===== config.mk =====
export PLATFORM = sky130hd
export DESIGN_NAME = flasher_datapath_flat
export DESIGN_NICKNAME = d
export VERILOG_FILES = /design/src/rtl/flasher_datapath_if.sv /design/src/rtl/flasher_datapath.sv /design/src/flat_wrapper.sv
export SDC_FILE = /design/constraint.sdc
export NUM_CORES = 1
export LEC_CHECK = 0
export CAP_MARGIN = 10
export CORE_MARGIN = 3
export CORE_UTILIZATION = 42
export DETAILED_ROUTE_END_ITERATION = 8
export PLACE_DENSITY = 0.84
export SLEW_MARGIN = 20
export SYNTH_ARGS = -nofsm -noshare
export SYNTH_HDL_FRONTEND = slang
export SYNTH_SLANG_ARGS = --single-unit

===== constraint.sdc =====
create_clock -name clk -period 5.2 [get_ports clk]
set_input_delay 1.56 -clock clk [delete_from_list [all_inputs] [get_ports clk]]
set_output_delay 1.56 -clock clk [all_outputs]
set_load 0.01 [all_outputs]

===== src/rtl/flasher_datapath_if.sv =====
// Flasher datapath bus: controls from next_state_generator and the
// board, registered state and lamp outputs back to them.
interface flasher_datapath_if;
  logic        flick_raw;
  logic        step_en;
  logic [2:0]  main_state_n;
  logic [4:0]  counter_load;
  logic        counter_load_en;
  logic [1:0]  count_state;
  logic [2:0]  main_state;
  logic [4:0]  counter;
  logic        flick;
  logic        kickback_match;
  logic [15:0] led;

  modport master (
    output flick_raw, step_en, main_state_n,
    output counter_load, counter_load_en, count_state,
    input  main_state, counter, flick,
    input  kickback_match, led
  );

  modport slave (
    input  flick_raw, step_en, main_state_n,
    input  counter_load, counter_load_en, count_state,
    output main_state, counter, flick,
    output kickback_match, led
  );
endinterface


===== src/rtl/flasher_datapath.sv =====
// Flasher datapath: state/counter registers, flick synchroniser,
// kickback detect and thermometer lamp decode.
module flasher_datapath (
  input logic               clk,
  input logic               rst,
  flasher_datapath_if.slave bus
);
  typedef enum logic [2:0] {
    INIT       = 3'd0,
    ONLED0_15  = 3'd1,
    OFFLED15_5 = 3'd2,
    ONLED5_10  = 3'd3,
    OFFLED10_0 = 3'd4,
    ONLED0_5   = 3'd5,
    OFFLED5_0  = 3'd6,
    ILLEGAL    = 3'd7
  } state_e;

  typedef enum logic [1:0] {
    COUNT_DIS     = 2'd0,
    COUNT_UP_EN   = 2'd1,
    COUNT_DOWN_EN = 2'd2,
    COUNT_RSVD    = 2'd3
  } count_e;

  state_e      st_q;
  logic [4:0]  cnt_q;
  logic [4:0]  cnt_d;
  logic        sync1_q;
  logic        sync2_q;
  logic [15:0] led_d;

  always_comb begin
    cnt_d = cnt_q;
    if (bus.counter_load_en) begin
      cnt_d = bus.counter_load;
    end else begin
      case (count_e'(bus.count_state))
        COUNT_UP_EN:
          if (cnt_q != 5'd31) cnt_d = cnt_q + 5'd1;
        COUNT_DOWN_EN:
          if (cnt_q != 5'd0) cnt_d = cnt_q - 5'd1;
        default: cnt_d = cnt_q;
      endcase
    end
  end

  // Illegal state 7 is registered as-is; recovery is upstream's job.
  always_ff @(posedge clk or posedge rst) begin
    if (rst) begin
      st_q  <= INIT;
      cnt_q <= 5'd0;
    end else if (bus.step_en) begin
      st_q  <= state_e'(bus.main_state_n);
      cnt_q <= cnt_d;
    end
  end

  always_ff @(posedge clk or posedge rst) begin
    if (rst) begin
      sync1_q <= 1'b0;
      sync2_q <= 1'b0;
    end else begin
      sync1_q <= bus.flick_raw;
      sync2_q <= sync1_q;
    end
  end

  always_comb begin
    led_d = '0;
    for (int i = 0; i < 16; i++) begin
      led_d[i] = (int'(cnt_q) > i);
    end
  end

  assign bus.main_state     = st_q;
  assign bus.counter        = cnt_q;
  assign bus.flick          = sync2_q;
  assign bus.led            = led_d;
  assign bus.kickback_match = sync2_q &
    (((st_q == OFFLED15_5) && (cnt_q == 5'd5)) ||
     ((st_q == OFFLED10_0) && (cnt_q == 5'd0)));
endmodule


===== src/flat_wrapper.sv =====
// flat-port wrapper written by rule: the top's interface ports become plain ports
module flasher_datapath_flat 
  (clk, rst, bus_flick_raw, bus_step_en, bus_main_state_n, bus_counter_load, bus_counter_load_en, bus_count_state, bus_main_state, bus_counter, bus_flick, bus_kickback_match, bus_led);
  flasher_datapath_if bus_i ();
  input logic clk;
  input logic rst;
  input wire logic [$bits(bus_i.flick_raw)-1:0] bus_flick_raw;
  input wire logic [$bits(bus_i.step_en)-1:0] bus_step_en;
  input wire logic [$bits(bus_i.main_state_n)-1:0] bus_main_state_n;
  input wire logic [$bits(bus_i.counter_load)-1:0] bus_counter_load;
  input wire logic [$bits(bus_i.counter_load_en)-1:0] bus_counter_load_en;
  input wire logic [$bits(bus_i.count_state)-1:0] bus_count_state;
  output wire logic [$bits(bus_i.main_state)-1:0] bus_main_state;
  output wire logic [$bits(bus_i.counter)-1:0] bus_counter;
  output wire logic [$bits(bus_i.flick)-1:0] bus_flick;
  output wire logic [$bits(bus_i.kickback_match)-1:0] bus_kickback_match;
  output wire logic [$bits(bus_i.led)-1:0] bus_led;
  assign bus_i.flick_raw = bus_flick_raw;
  assign bus_i.step_en = bus_step_en;
  assign bus_i.main_state_n = bus_main_state_n;
  assign bus_i.counter_load = bus_counter_load;
  assign bus_i.counter_load_en = bus_counter_load_en;
  assign bus_i.count_state = bus_count_state;
  assign bus_main_state = bus_i.main_state;
  assign bus_counter = bus_i.counter;
  assign bus_flick = bus_i.flick;
  assign bus_kickback_match = bus_i.kickback_match;
  assign bus_led = bus_i.led;
  flasher_datapath u_core (.clk(clk), .rst(rst), .bus(bus_i));
endmodule

==> results of run 1 <==
[flip-flops by register name, indices dropped and copies added (netlist names)]
| register | flops |
|---|---|
| u_core.bus.counter | 5 |
| u_core.sync1_q | 1 |
| u_core.bus.main_state | 3 |
| u_core.bus.flick | 1 |
[cell type report]
| class | count | area (µm²) |
|---|---|---|
| clock buffers | 4 | 36.3 |
| fillers | 147 | 510 |
| flip-flops and latches | 10 | 250 |
| inverters | 7 | 26.3 |
| well taps | 25 | 31.3 |
| multi-input cells | 72 | 490 |
| repair buffers | 40 | 400 |
[cells by family after synthesis]
kind of cell / Yosys count / synth area share
buf+inv: 12 / 0.0573
mux: 4 / 0.0557
simple gates: 34 / 0.237
fa+ha+maj: 6 / 0.0955
xor+xnor: 1 / 0.0111
flops: 10 / 0.318
compound gates: 27 / 0.225
[metal layers]
layer,wire (µm),up-vias,global-route usage
li1,-,417,-
met1,983,419,0.258
met2,1190,39,0.355
met3,150,4,0.0367
met4,26,0,0.0616
met5,0,-,0
[final timing paths]
kind                       cells past startpoint             startpoint                        to
min in group asynchronous                      2                    rst     u_core.bus.counter[0]
max in group asynchronous                      2                    rst  u_core.bus.main_state[2]
setup / recovery                               6  u_core.bus.counter[0]        bus_kickback_match
setup reg to reg                               7  u_core.bus.counter[0]     u_core.bus.counter[2]
hold / removal                                 0         u_core.sync1_q          u_core.bus.flick
hold reg to reg                                0         u_core.sync1_q          u_core.bus.flick
[placed cells by master (no fill, tap or decap)]
| cell type | count |
|---|---|
| a21oi_1 | 2 |
| a221o_1 | 1 |
| a22o_1 | 6 |
| a41oi_1 | 1 |
| and3_1 | 1 |
| and3b_1 | 1 |
| clkbuf_4 | 3 |
| clkbuf_8 | 1 |
| clkdlybuf4s50_1 | 40 |
| clkinv_1 | 1 |
| dfrtp_1 | 10 |
| ha_1 | 6 |
| inv_1 | 6 |
| mux2_2 | 3 |
| mux2i_1 | 1 |
| nand2_1 | 11 |
| nand2b_1 | 3 |
| nand3_1 | 1 |
| nand4_1 | 1 |
| nor2_1 | 8 |
| nor3b_1 | 1 |
| nor4b_1 | 3 |
| nor4bb_1 | 1 |
| o211ai_1 | 2 |
| o21ai_0 | 11 |
| o21ai_1 | 2 |
| o31ai_1 | 2 |
| or2_2 | 1 |
| or3_1 | 1 |
| or4b_4 | 1 |
| xnor2_1 | 1 |
[through the flow]
step / power (mW) / area [µm²] / cells / hold WS [ns] / utilization
after detailed placement: 0.381 / 1200 / 154 / 0.346 / 0.687
final: 0.457 / 1230 / 158 / 0.360 / 0.708
after floorplan: 0.238 / 786 / 94 / 0.331 / -
after global placement: 0.373 / 1200 / 154 / 0.333 / 0.687
after CTS: 0.457 / 1230 / 158 / 0.362 / 0.708
after global routing: 0.483 / 1230 / 158 / 0.370 / 0.708
[worst max-delay path: stages, from the launching register on]
cell and delay (ns):
dfrtp_1 0.50, inv_1 0.18, ha_1 0.22, nor4b_1 0.25
a41oi_1 0.07, nor4b_1 0.30, clkdlybuf4s50_1 0.59
[power breakdown]
group / switching [mW] / total, mW / internal, mW
Sequential: 0.0329 / 0.123 / 0.0903
Clock: 0.0318 / 0.0743 / 0.0425
Combinational: 0.118 / 0.260 / 0.142
Total: 0.182 / 0.457 / 0.275
==> reports/metrics.csv, run 1 <==
stage,metric,value,unit
worst_setup_path,critical_path.max_fanout,11,
routing,drc,0,
die,rows,15,
routing,drt-initial-drc-count,32,
timing,fin_skew,0.00639,ns
global_routing,grt_pass1_wl,4020,µm
clocking,cts_hold_buffers,0,
yosys,yosysSeqAreaShare,0.318,
yosys,synth.avg_cell_area,8.36,µm²
power,powerDensity,370,nW/µm²
clocking,tritoncts,yes,
worst_setup_path,reg2reg_slack,2.90,ns
outcome,status,"complete, no violations",
die,initial_utilization,0.450,
timing,drv_slew,0,
global_routing,grt-ovfl-total,0,
power,ir_worst_vdd,0.251,mV
yosys,synthTopCellsByCount,"11 x nand2_1, 11 x o21ai_0, 10 x dfrtp_1",
worst_setup_path,worstSetupEndpointType,primary output,
routing,avgRoutedWirePerCell,14.9,µm
routing,vias,879,
timing,layout_min_cycle_time,3.95,ns
timing,setup_viol,0,
clocking,numCtsBuffers,3,
yosys,synth_ff_type,dfrtp_1,
final_layout,antenna_cells,0,
clocking,clkTransAtPathRegs,0.08,ns
final_layout,nets,155,
die,die_w,49.3,µm
yosys,syn_area,786,µm²
power,p_leak,0.532,nW
timing,fmax,253,MHz
yosys,synth-seq-cells,10,
final_layout,syn2layout_area_growth,57.2,%
timing,final_hold_viol_count,0,
timing,slew_headroom,0.675,
final_layout,layout-drive-gt1-share,0.0677,
placed_design,gp_congestion,0.888,
die,fp.dieH,49.3,µm
yosys,async_flop_share,1.00,
global_routing,track_usage,0.206,
worst_setup_path,arrival,2.39,ns
flow_run,max-cap-violations,0,
worst_setup_path,required,3.64,ns
die,coreArea,1750,µm²
clocking,clk_path_buf_depth,2,
clocking,cts_resized,0,
yosys,yosys-top-cells-area,"dfrtp_1 32%, ha_1 9.6%, o21ai_0 7.0%",
placed_design,pre_cts_slack,1.55,ns
timing,timing.final.crit_share,0.759,
yosys,synth_edf_count,0,
yosys,syn-instance-count,94,
timing,rsz0062_at_grt,false,
yosys,syn_nets,115,
timing,timing.final.ws_setup,1.25,ns
yosys,synth_top_area_frac,0.318,
die,boundaryPins,41,
die,die-area,2430,µm²
hold_path,hp-class,flip-flop to flip-flop,
routing,postRouteAntennaNets,0,
placed_design,numPortBuffers,40,
global_routing,antenna_found_initial,0,
yosys,yosysTopAreaCell,dfrtp_1,
timing,tightest_slew,0.485,ns
worst_setup_path,startpoint_type,flip-flop,
clocking,cts.sinks,10,
clocking,clkLatencyLatePin,0.27,ns
timing,tns,0,ns
placed_design,dp_hpwl,1830,µm
global_routing,grt_start_max_net_pins,18,
routing,dr.pass1.iters,4,
routing,drt-total-wl,2350,µm
routing,via_per_inst,5.56,
clocking,htree_num_levels,1,
clocking,clockRootBuffer,clkbuf_4,
clocking,post_cts_buffers,0,
worst_setup_path,criticalPathCategory,flip-flop to primary output,
yosys,yosysWarningCount,0,
yosys,yosysUniqueCellTypes,29,
global_routing,grt_pass1_vias,880,
No activity file was read; power rests on OpenSTA's default activity.
==> run 2, diff against run 1 <==
CORE_UTILIZATION = 39   (was 42)
PLACE_DENSITY = 0.78   (was 0.84)
clock period = 3.9 ns   (was 5.2 ns; I/O delays follow)
==> run 2 against run 1 <==
Register-to-register slack got worse by 1.3 ns. Sequential share of layout area rose by 0.23 points. Critical path depth stayed put. Via count decreased by 4.9%. Core utilization fell by 3.7 points. Setup slack lost 0.92 ns. Clock power is 4.7% lower. Combinational power increased by 30%. Largest cell class unchanged. Highest routed layer unchanged.
==> reports/metrics.csv, run 2 (same netlist as run 1, synthesis figures left out) <==
stage,metric,value,unit,change
die,coreArea,1820,µm²,was 1750 µm²
die,die-area,2590,µm²,was 2430 µm²
timing,fmax,280,MHz,
worst_setup_path,reg2reg_from,u_core.bus.counter[0],,unchanged
placed_design,numPortBuffers,40,,unchanged
power,ir_worst_vdd,0.288,mV,was 0.251 mV
power,swShare,0.399,,about the same
worst_setup_path,reg2reg_slack,1.58,ns,was 2.90 ns
global_routing,grt_pass1_wl,3860,µm,was 4020 µm
die,die_w,50.9,µm,was 49.3 µm
global_routing,antenna_found_initial,0,,unchanged
worst_setup_path,r2r-end,u_core.bus.counter[3],,was u_core.bus.counter[2]
routing,dr.pass1.iters,4,,unchanged
clocking,htree_num_levels,1,,unchanged
timing,tns,0,ns,unchanged
power,p_seq_frac,0.289,,was 0.270
clocking,clk_path_buf_depth,2,,unchanged
worst_setup_path,crit_family,buffers and inverters,,unchanged
power,p_int,0.345,mW,was 0.275 mW
clocking,cts.sinks,10,,unchanged
placed_design,gp_congestion,0.907,,was 0.888
timing,fin_skew,0.00848,ns,was 0.00639 ns
power,combPwrFrac,0.588,,was 0.568
placed_design,numPlacedInstances,154,,unchanged
die,initial_utilization,0.432,,was 0.450
final_layout,nets,155,,unchanged
global_routing,grt_start_max_net_pins,18,,unchanged
worst_setup_path,required,2.73,ns,was 3.64 ns
routing,drt-total-wl,2250,µm,was 2350 µm
power,powerDensity,470,nW/µm²,was 370 nW/µm²
placed_design,placed_area,1200,µm²,unchanged
worst_setup_path,cp.buffers_inverters,2,,unchanged
worst_setup_path,worstSetupEndpointType,primary output,,unchanged
worst_setup_path,cp_slowest_cell,clkdlybuf4s50_1,,unchanged
worst_setup_path,worstRegToRegCells,7,,unchanged
worst_setup_path,arrival,2.40,ns,was 2.39 ns
power,p_sw,0.229,mW,was 0.182 mW
worst_setup_path,startpoint_type,flip-flop,,unchanged
routing,vias,836,,was 879
routing,drt-initial-drc-count,12,,was 32
power,p_leak,0.525,nW,was 0.532 nW
routing,postRouteAntennaNets,0,,unchanged
timing,drv_slew,0,,unchanged
timing,setup_viol,0,,unchanged
final_layout,fin_area,1220,µm²,was 1230 µm²
timing,layout_min_cycle_time,3.57,ns,
flow_run,max-cap-violations,0,,unchanged
clocking,clockRootBuffer,clkbuf_4,,unchanged
final_layout,layout-drive-gt1-share,0.0606,,was 0.0677
routing,via_per_inst,5.32,,was 5.56
worst_setup_path,criticalPathCategory,flip-flop to primary output,,unchanged
final_layout,multiInputGateArea,490,µm²,unchanged
clocking,tritoncts,yes,,unchanged
final_layout,fill_cells,162,,was 147
timing,tightest_slew,0.490,ns,was 0.485 ns
final_layout,seqCellArea,250,µm²,unchanged
placed_design,dp_hpwl,1800,µm,was 1830 µm
global_routing,grt_pass1_vias,838,,was 880
timing,slew_headroom,0.673,,was 0.675
final_layout,final_cell_mix,"40 x clkdlybuf4s50_1, 11 x nand2_1, 11 x o21ai_0",,unchanged
timing,timing.final.crit_share,0.915,,
timing,rsz0062_at_grt,false,,unchanged
clocking,post_cts_buffers,0,,unchanged
hold_path,hp-class,flip-flop to flip-flop,,unchanged
final_layout,antenna_cells,0,,unchanged
power,p_clk_frac,0.123,,was 0.163
worst_setup_path,critical_path.max_fanout,11,,unchanged
routing,avgRoutedWirePerCell,14.3,µm,was 14.9 µm
worst_setup_path,cp.depth,6,,unchanged
final_layout,syn2layout_area_growth,55.4,%,was 57.2%
die,fp.dieH,50.9,µm,was 49.3 µm
die,boundaryPins,41,,unchanged
worst_setup_path,startpoint,u_core.bus.counter[1],,was u_core.bus.counter[0]
die,rows,15,,unchanged
final_layout,final_common_cell,clkdlybuf4s50_1,,unchanged
clocking,cts_resized,0,,unchanged
worst_setup_path,crit_chain,inv_1 > ha_1 > nor4b_1 > a41oi_1 > nor4b_1 > clkdlybuf4s50_1,,unchanged
final_layout,largest_reg_flops,5,,unchanged
global_routing,grt-ovfl-total,0,,unchanged
clocking,clkLatencyLatePin,0.27,ns,about the same
clocking,clkTransAtPathRegs,0.07,ns,was 0.08 ns
outcome,status,"complete, no violations",,unchanged
worst_setup_path,slowest_delay,0.59,ns,about the same
global_routing,track_usage,0.198,,was 0.206
clocking,cts_hold_buffers,0,,unchanged
worst_setup_path,path_common_cell,nor4b_1,,unchanged
timing,final_hold_viol_count,0,,unchanged
routing,drc,0,,unchanged
worst_setup_path,worstSetupEndpoint,bus_kickback_match,,unchanged
final_layout,layoutNonFillerInstCount,157,,was 158
clocking,numCtsBuffers,3,,unchanged
-- run 2: cell types whose count changed in the layout (fill, tap and decap cells not counted) --
cell | previous run | this run
clkbuf_8 | 1 | 0
-- run 2: per-layer routing --
layer | up-vias | global-route usage | wire length, µm
met3 | 4 | 0.0583 | 127
met4 | 0 | 0.0673 | 22
li1 | 413 | - | -
met5 | - | 0 | 0
met2 | 27 | 0.333 | 1120
met1 | 392 | 0.240 | 974
-- run 2: final cells by class --
class / count / area share
Timing Repair Buffer: 40 / 0.328
Multi-Input combinational cell: 72 / 0.402
Clock buffer: 3 / 0.0184
Sequential cell: 10 / 0.205
Inverter: 7 / 0.0215
Tap cell: 25 / 0.0256
-- run 2: worst min path at each step --
| stage | depth (start not counted) | start | slack (ns) | end |
|---|---|---|---|---|
| 3_5_place_dp | 0 | u_core.sync1_q | 0.34 | u_core.bus.flick |
| 3_3_place_gp | 0 | u_core.sync1_q | 0.33 | u_core.bus.flick |
| 6_report | 0 | u_core.sync1_q | 0.35 | u_core.bus.flick |
| 4_1_cts | 0 | u_core.sync1_q | 0.35 | u_core.bus.flick |
| 5_1_grt | 0 | u_core.sync1_q | 0.38 | u_core.bus.flick |
| 2_1_floorplan | 0 | u_core.sync1_q | 0.33 | u_core.bus.flick |
-- run 2: worst register-to-register path, cell delays in order (launching register included) --
cell and delay (ns):
dfrtp_1 0.49, ha_1 0.30, and3_1 0.22, ha_1 0.20
nor4bb_1 0.29, a221o_1 0.36, o21ai_1 0.12, a22o_1 0.24
-- run 2: power by group through the flow --
| stage | combinational (mW) | clock [mW] | sequential (mW) |
|---|---|---|---|
| floorplan | 0.163 | 0 | 0.155 |
| global placement | 0.338 | 0 | 0.164 |
| detailed placement | 0.339 | 0 | 0.167 |
| CTS | 0.340 | 0.0733 | 0.165 |
| global route | 0.365 | 0.0800 | 0.171 |
| finish | 0.338 | 0.0708 | 0.166 |
-- run 2: through the flow --
step           worst slack, ns  utilization  hold WS (ns)  total power [mW]
6_report                 0.333        0.671         0.351             0.575
4_1_cts                  0.350        0.671         0.354             0.578
3_3_place_gp             0.749        0.658         0.333             0.502
3_5_place_dp             0.657        0.658         0.341             0.506
2_1_floorplan             1.16            -         0.331             0.318
5_1_grt                  0.150        0.671         0.378             0.616
